--- config.mk ---
export PLATFORM = sky130hd
export DESIGN_NAME = qrisc32_mem_stage
export DESIGN_NICKNAME = d
export VERILOG_FILES = /design/src/rtl/qrisc32_mem_stage.sv
export SDC_FILE = /design/constraint.sdc
export NUM_CORES = 1
export LEC_CHECK = 0
export BUFFER_PORTS_ARGS = -buffer_cell sky130_fd_sc_hd__buf_2
export CAP_MARGIN = 20
export CORE_UTILIZATION = 46
export DETAILED_ROUTE_END_ITERATION = 6
export PLACE_DENSITY = 0.76
export SLEW_MARGIN = 40
export SYNTH_ARGS = -nofsm -noshare
export SYNTH_HDL_FRONTEND = slang
export SYNTH_SLANG_ARGS = --single-unit
--- constraint.sdc ---
create_clock -name clk -period 6.75 [get_ports clk]
set_input_delay 1.35 -clock clk [delete_from_list [all_inputs] [get_ports clk]]
set_output_delay 1.35 -clock clk [all_outputs]
set_load 0.05 [all_outputs]
--- src/rtl/qrisc32_mem_stage.sv ---
// qrisc32 memory-access stage: runs load/store transactions on a req/ack port,
// holds the pipe upstream while a transaction is outstanding, registers the redirect.
package risc_pack;
    typedef struct packed {
        logic [31:0] val_r1;
        logic [31:0] val_r2;
        logic [31:0] val_dst;
        logic [4:0]  dst_reg;
        logic        write_reg;
        logic        read_mem;
        logic        write_mem;
    } pipe_struct;
endpackage

module qrisc32_mem_stage
    import risc_pack::*;
#(
    parameter int TIMEOUT_CYCLES = 16,
    parameter bit CHECK_ALIGN    = 1'b1
) (
    input  logic        clk,
    input  logic        reset,
    input  logic        pipe_stall,
    input  pipe_struct  pipe_mem_in,
    input  logic        new_address_valid,
    input  logic [31:0] new_address,
    output pipe_struct  pipe_mem_out,
    output logic        mem_stall,
    output logic        jump_valid,
    output logic [31:0] jump_address,
    output logic        dmem_req,
    output logic        dmem_we,
    output logic [31:0] dmem_addr,
    output logic [31:0] dmem_wdata,
    input  logic        dmem_ack,
    input  logic [31:0] dmem_rdata,
    output logic        bus_error
);

    localparam int CNT_W = (TIMEOUT_CYCLES > 2) ? $clog2(TIMEOUT_CYCLES) : 1;
    localparam logic [CNT_W-1:0] CNT_LAST = CNT_W'(TIMEOUT_CYCLES - 1);

    typedef enum logic {IDLE, ACCESS} state_t;

    state_t           state, state_nxt;
    logic [CNT_W-1:0] cnt;
    pipe_struct       held_p0;
    logic             mem_op, start, misalign_hit, ack_done, tmo;

    function automatic logic is_misaligned(input logic [31:0] addr);
        return CHECK_ALIGN && (addr[1:0] != 2'b00);
    endfunction

    // A read replaces the destination value; a write passes the held pipe through.
    function automatic pipe_struct load_merge(input pipe_struct p, input logic we,
                                              input logic [31:0] rdata);
        pipe_struct r;
        r = p;
        if (!we)
            r.val_dst = rdata;
        return r;
    endfunction

    assign mem_stall = (state == ACCESS);

    always_comb begin
        state_nxt    = state;
        start        = 1'b0;
        misalign_hit = 1'b0;
        ack_done     = 1'b0;
        tmo          = 1'b0;
        mem_op       = pipe_mem_in.read_mem | pipe_mem_in.write_mem;
        case (state)
            IDLE: begin
                if (!pipe_stall && mem_op) begin
                    if (is_misaligned(pipe_mem_in.val_r1)) begin
                        misalign_hit = 1'b1;
                    end else begin
                        start     = 1'b1;
                        state_nxt = ACCESS;
                    end
                end
            end
            ACCESS: begin
                // Ack on the final counted cycle still completes normally.
                if (dmem_ack) begin
                    ack_done  = 1'b1;
                    state_nxt = IDLE;
                end else if (cnt == CNT_LAST) begin
                    tmo       = 1'b1;
                    state_nxt = IDLE;
                end
            end
            default: state_nxt = IDLE;
        endcase
    end

    always_ff @(posedge clk or posedge reset) begin
        if (reset)
            state <= IDLE;
        else
            state <= state_nxt;
    end

    // Issue/complete stage: bus signals, result register, error pulse and redirect.
    always_ff @(posedge clk or posedge reset) begin
        if (reset) begin
            cnt          <= '0;
            dmem_req     <= 1'b0;
            dmem_we      <= 1'b0;
            dmem_addr    <= '0;
            dmem_wdata   <= '0;
            pipe_mem_out <= '0;
            bus_error    <= 1'b0;
            jump_valid   <= 1'b0;
            jump_address <= '0;
        end else begin
            bus_error  <= misalign_hit | tmo;
            jump_valid <= new_address_valid;
            if (new_address_valid)
                jump_address <= new_address;

            if (state == ACCESS)
                cnt <= cnt + 1'b1;

            if (start) begin
                dmem_req     <= 1'b1;
                dmem_we      <= pipe_mem_in.write_mem;
                dmem_addr    <= pipe_mem_in.val_r1;
                dmem_wdata   <= pipe_mem_in.val_r2;
                cnt          <= '0;
                pipe_mem_out <= '0;
            end else if (ack_done) begin
                dmem_req     <= 1'b0;
                pipe_mem_out <= load_merge(held_p0, dmem_we, dmem_rdata);
            end else if (tmo || misalign_hit) begin
                dmem_req     <= 1'b0;
                pipe_mem_out <= '0;
            end else if (state == IDLE && !pipe_stall) begin
                pipe_mem_out <= pipe_mem_in;
            end
        end
    end

    // Holding register for the op in flight; only meaningful while in ACCESS.
    always_ff @(posedge clk) begin
        if (start)
            held_p0 <= pipe_mem_in;
    end

endmodule

-- Yosys cells after proc, flatten, opt, wreduce, memory -nomap -nowiden
Cells that the tools add are included.
- bits in registers: 313
- output and inout port bits: 205
- add/sub/neg operators: 1
- eq/ne operators: 1
- muxes and demuxes: 24
- bitwise logic cells: 3
- reduce and logical (&&, ||, !) cells: 8
- operators with widths (kind ; number):
    $mux W104 ; 4
    $mux W32 ; 1
    $mux W1 ; 16
    $mux W4 ; 2
    $add A4 B1 Y4 const B ; 1
    $eq A4 B4 Y1 const B ; 1
    $reduce_bool A2 Y1 ; 2
    $reduce_bool A4 Y1 ; 1
    $reduce_bool A3 Y1 ; 1
    $logic_and A1 B1 Y1 ; 2
    $or A1 B1 Y1 ; 2
    $pmux W1 S2 ; 1
    $logic_not A1 Y1 ; 1
    $logic_or A1 B1 Y1 ; 1
    $not A1 Y1 ; 1

-- Longest topological paths before layout
- word-level depth: 8
- gate-level depth with buffers: 7

-- Worst setup path before layout
Ideal clock, no wire load.
- kind: input to register
- start point: input pipe_mem_in[0] (netlist name)
- end point: register held_p0[0] (netlist name) (enable)
- setup time: 0.458 ns
- arrival time: 4.038 ns
- setup slack: 2.254 ns
- stages: 6
- buffers on the path: 3
- path through: or2_1 -> buf_6 -> nand3_2 -> buf_4 -> buf_4 -> inv_1
- longest elaborated chain between the ends: 4
- ends and longest elaborated chain (what ; line ; text):
    from (decl) ; 24 ; input pipe_struct pipe_mem_in,
    $or A1 B1 Y1 ; 72 ; mem_op = pipe_mem_in.read_mem | pipe_mem_in.write_mem;
    $logic_and A1 B1 Y1 ; 75 ; if (!pipe_stall && mem_op) begin
    $mux W1 ; 75 ;
    $mux W1 ; 73 ; case (state)
    named net start ; 48 ; logic mem_op, start, misalign_hit, ack_done, tmo;
    to (signal assigned) ; 148 ; held_p0 <= pipe_mem_in;
    to (decl) ; 47 ; pipe_struct held_p0;
The timed path passes the listed nets, and every way through them passes these cells.
A chain may end at the register's enable or synchronous reset.

-- Final worst setup path
- start point: register state, in the netlist mem_stall
- end point: output mem_stall
- RTL lines (what ; line ; text):
    from (decl) ; 45 ; state_t state, state_nxt;
    from (signal assigned) ; 102 ; state <= state_nxt;
    to (decl) ; 28 ; output logic mem_stall,
No word-level cell between the ends.

==> results.toml <==
[critical_path]
r2r_start = "mem_stall"
crit_path_start_kind = "flop"
worstPathMaxFanout = 13
required_ns = 5.40
cp_num_buf_inv = 1
end_kind = "primary output"
cp_num_cells = 1
endpoint = "mem_stall"
crit_start = "mem_stall"
slowest_delay_ns = 0.71
crit_chain = "buf_2"
path_delay_family = "flip-flops"
crit_arrival_ns = 1.62
r2r_cells = 4
r2r_slack_ns = 4.25
r2r-end = "held_p0[25]"
critical_path_class = "flop to primary output"
crit_path_top_delay_cell = "dfrtp_1"

[yosys]
async_flop_share_pct = 66.77
synthCells = 796
syn_area_um2 = 11920
synth_most_common_cell = "dfrtp_1"
yosysWarnings = 0
synth_area_per_cell_um2 = 14.97
synth_cell_type_count = 35
seq_area_frac_synth_pct = 70.08
synth_fp_nets = 970
ys.flop_type = "dfrtp_1"
ys_top_cells_by_count = "209 x dfrtp_1, 104 x edfxtp_1, 72 x inv_1, 70 x a222oi_1, 58 x mux2_2"
yosysTopAreaCellShare_pct = 43.88
synth_area_leaders = "dfrtp_1 44%, edfxtp_1 26%, a222oi_1 5.9%"
yosysTopAreaCell = "dfrtp_1"
ys_ff_latch = 313
synth_edf_count = 104

[placed_design]
io_buffers = 377
place_congestion = 0.8096
dp_hpwl_um = 20350

[clock_tree]
h-tree-depth = 2
cts_tree = "built"
cts_inserted_buffers = 34
clk_pin_slew_worst_paths_ns = 0.06
clockBufferDepth = 3
cts.sinks = 313
cts_resized = 0
holdBufCountCts = 0
root_buffer = "clkbuf_16"
insertion_delay_ns = 0.51
post_cts_buffers = 0

[detailed_routing]
drt_first_pass_iters = 7
drt-total-wl_um = 29860
wire_per_inst_um = 19.53
detail-route-antenna-nets = 0
via_count = 8243
via_per_inst = 5.391
drcViolationCount = 0
drt-initial-drc-count = 760

[sta]
skew_ns = 0.02045
maxSlewViolCount = 0
hold_violations = 0
tightest_slew_ns = 0.7295
slew_headroom_pct = 51.37
max_freq_mhz = 336.2
post-route-period-util_pct = 44.07
min_period_ns = 2.975
fin_setup_tns_ns = 0
rsz0062_at_grt = "no"
setup_viol = 0

[floorplan]
die_w_um = 163.0
start_util_pct = 47.06
core_um2 = 25330
rows = 58
dieArea_um2 = 26560
io_pins = 378
die_y_um = 163.0

[worst_hold_path]
worstHoldPathCells = 2
hold_path.startpoint = "held_p0[43]"
min_path_type = "flop to flop"

[cells_and_area]
drive_gt1_share_pct = 44.16
nFillCells = 1977
post-route-util_pct = 60.00
multi_input_area_um2 = 3009
layout.nets = 1347
syn2layout_area_growth_pct = 27.50
regArea_um2 = 8354

[global_route]
overflow = 0
grt_pass1_wl_um = 45830
grt_usage_pct = 22.25
grt_start_max_net_pins = 113
antenna_found_initial = 1
grt_pass1_vias = 8395

[run]
cap_violations = 0

[status]
status = "finished clean"

[power_and_ir_drop]
power.density_nw_per_um2 = 361.9
power.leakage_uw = 0.007409
vdd_drop_max_mv = 0.2771
[state kept, by name, summed over array words and instances (netlist names), 4 cells and up]
signal	flops
dmem_wdata	32
cnt	4
dmem_addr	32
jump_address	32
pipe_mem_out	104
held_p0	104
[layout make-up]
class                      instances  area share, %
sequential                       313          54.97
antenna                            1        0.01647
timing repair buffer             393          13.58
inverter                          73          1.861
clock buffer                      47          6.125
tap                              330          2.717
multi-input combinational        358          19.80
clock inverter                    14         0.9221
[cells in the final DEF (no fill, tap or decap), types with 3 or more instances in the layout]
cell / instances
o21ai_2: 9
dfrtp_1: 208
o21ai_0: 3
buf_4: 10
clkbuf_1: 11
mux2i_1: 32
buf_12: 4
clkinvlp_4: 3
mux2_1: 38
a21oi_2: 9
clkbuf_16: 35
a21oi_1: 24
inv_1: 70
a22o_1: 5
buf_2: 377
a222oi_1: 70
o21ai_1: 21
nand2_1: 35
mux2_2: 58
edfxtp_1: 104
nor2_1: 34
clkinv_1: 3
clkinv_4: 4
[per-stage QoR]
stage	area, um^2	total power [uW]	hold slack (ns)	std cells	worst slack [ns]
after floorplan	11920	3366	0.4317	796	2.254
after global placement	14040	3724	0.4345	1462	3.116
after detailed placement	14120	3761	0.4458	1467	3.317
after CTS	15190	5550	0.4500	1528	3.758
after global routing	15190	5708	0.4709	1528	3.697
final	15200	5500	0.4498	1529	3.775
[power by group]
part / switching (uW) / leakage (uW) / internal, uW / total [uW]
registers: 122 / 0.00357 / 2190 / 2310
clock network: 730 / 0.000514 / 1050 / 1780
logic: 1050 / 0.00333 / 362 / 1410
total: 1900 / 0.00741 / 3600 / 5500
[worst min path at each step]
stage | slack, ns | end
2_1_floorplan | 0.43 | pipe_mem_out[3]
3_3_place_gp | 0.43 | pipe_mem_out[59]
3_5_place_dp | 0.45 | pipe_mem_out[52]
4_1_cts | 0.45 | pipe_mem_out[43]
5_1_grt | 0.47 | pipe_mem_out[48]
6_report | 0.45 | pipe_mem_out[43]
[routing by layer]
layer / vias up / wire length, um / GRT usage (%) / share of wire [%]
li1: 3691 / - / - / -
met1: 4075 / 11330 / 26.61 / 38
met2: 423 / 14870 / 37.68 / 50
met3: 54 / 2913 / 7.105 / 9.8
met4: 0 / 752 / 7.859 / 2.5
met5: - / 0 / 0 / 0
[kinds of logic after synthesis]
logic type      count (synthesis)  synth area share [%]
fa+ha+maj                       1                0.1050
buf+inv                       125                 4.881
xor+xnor                        2                0.1470
flops                         313                 70.08
compound gates                145                 10.11
mux                           128                 11.76
simple gates                   82                 2.918
(Power assumes the default switching activity.)
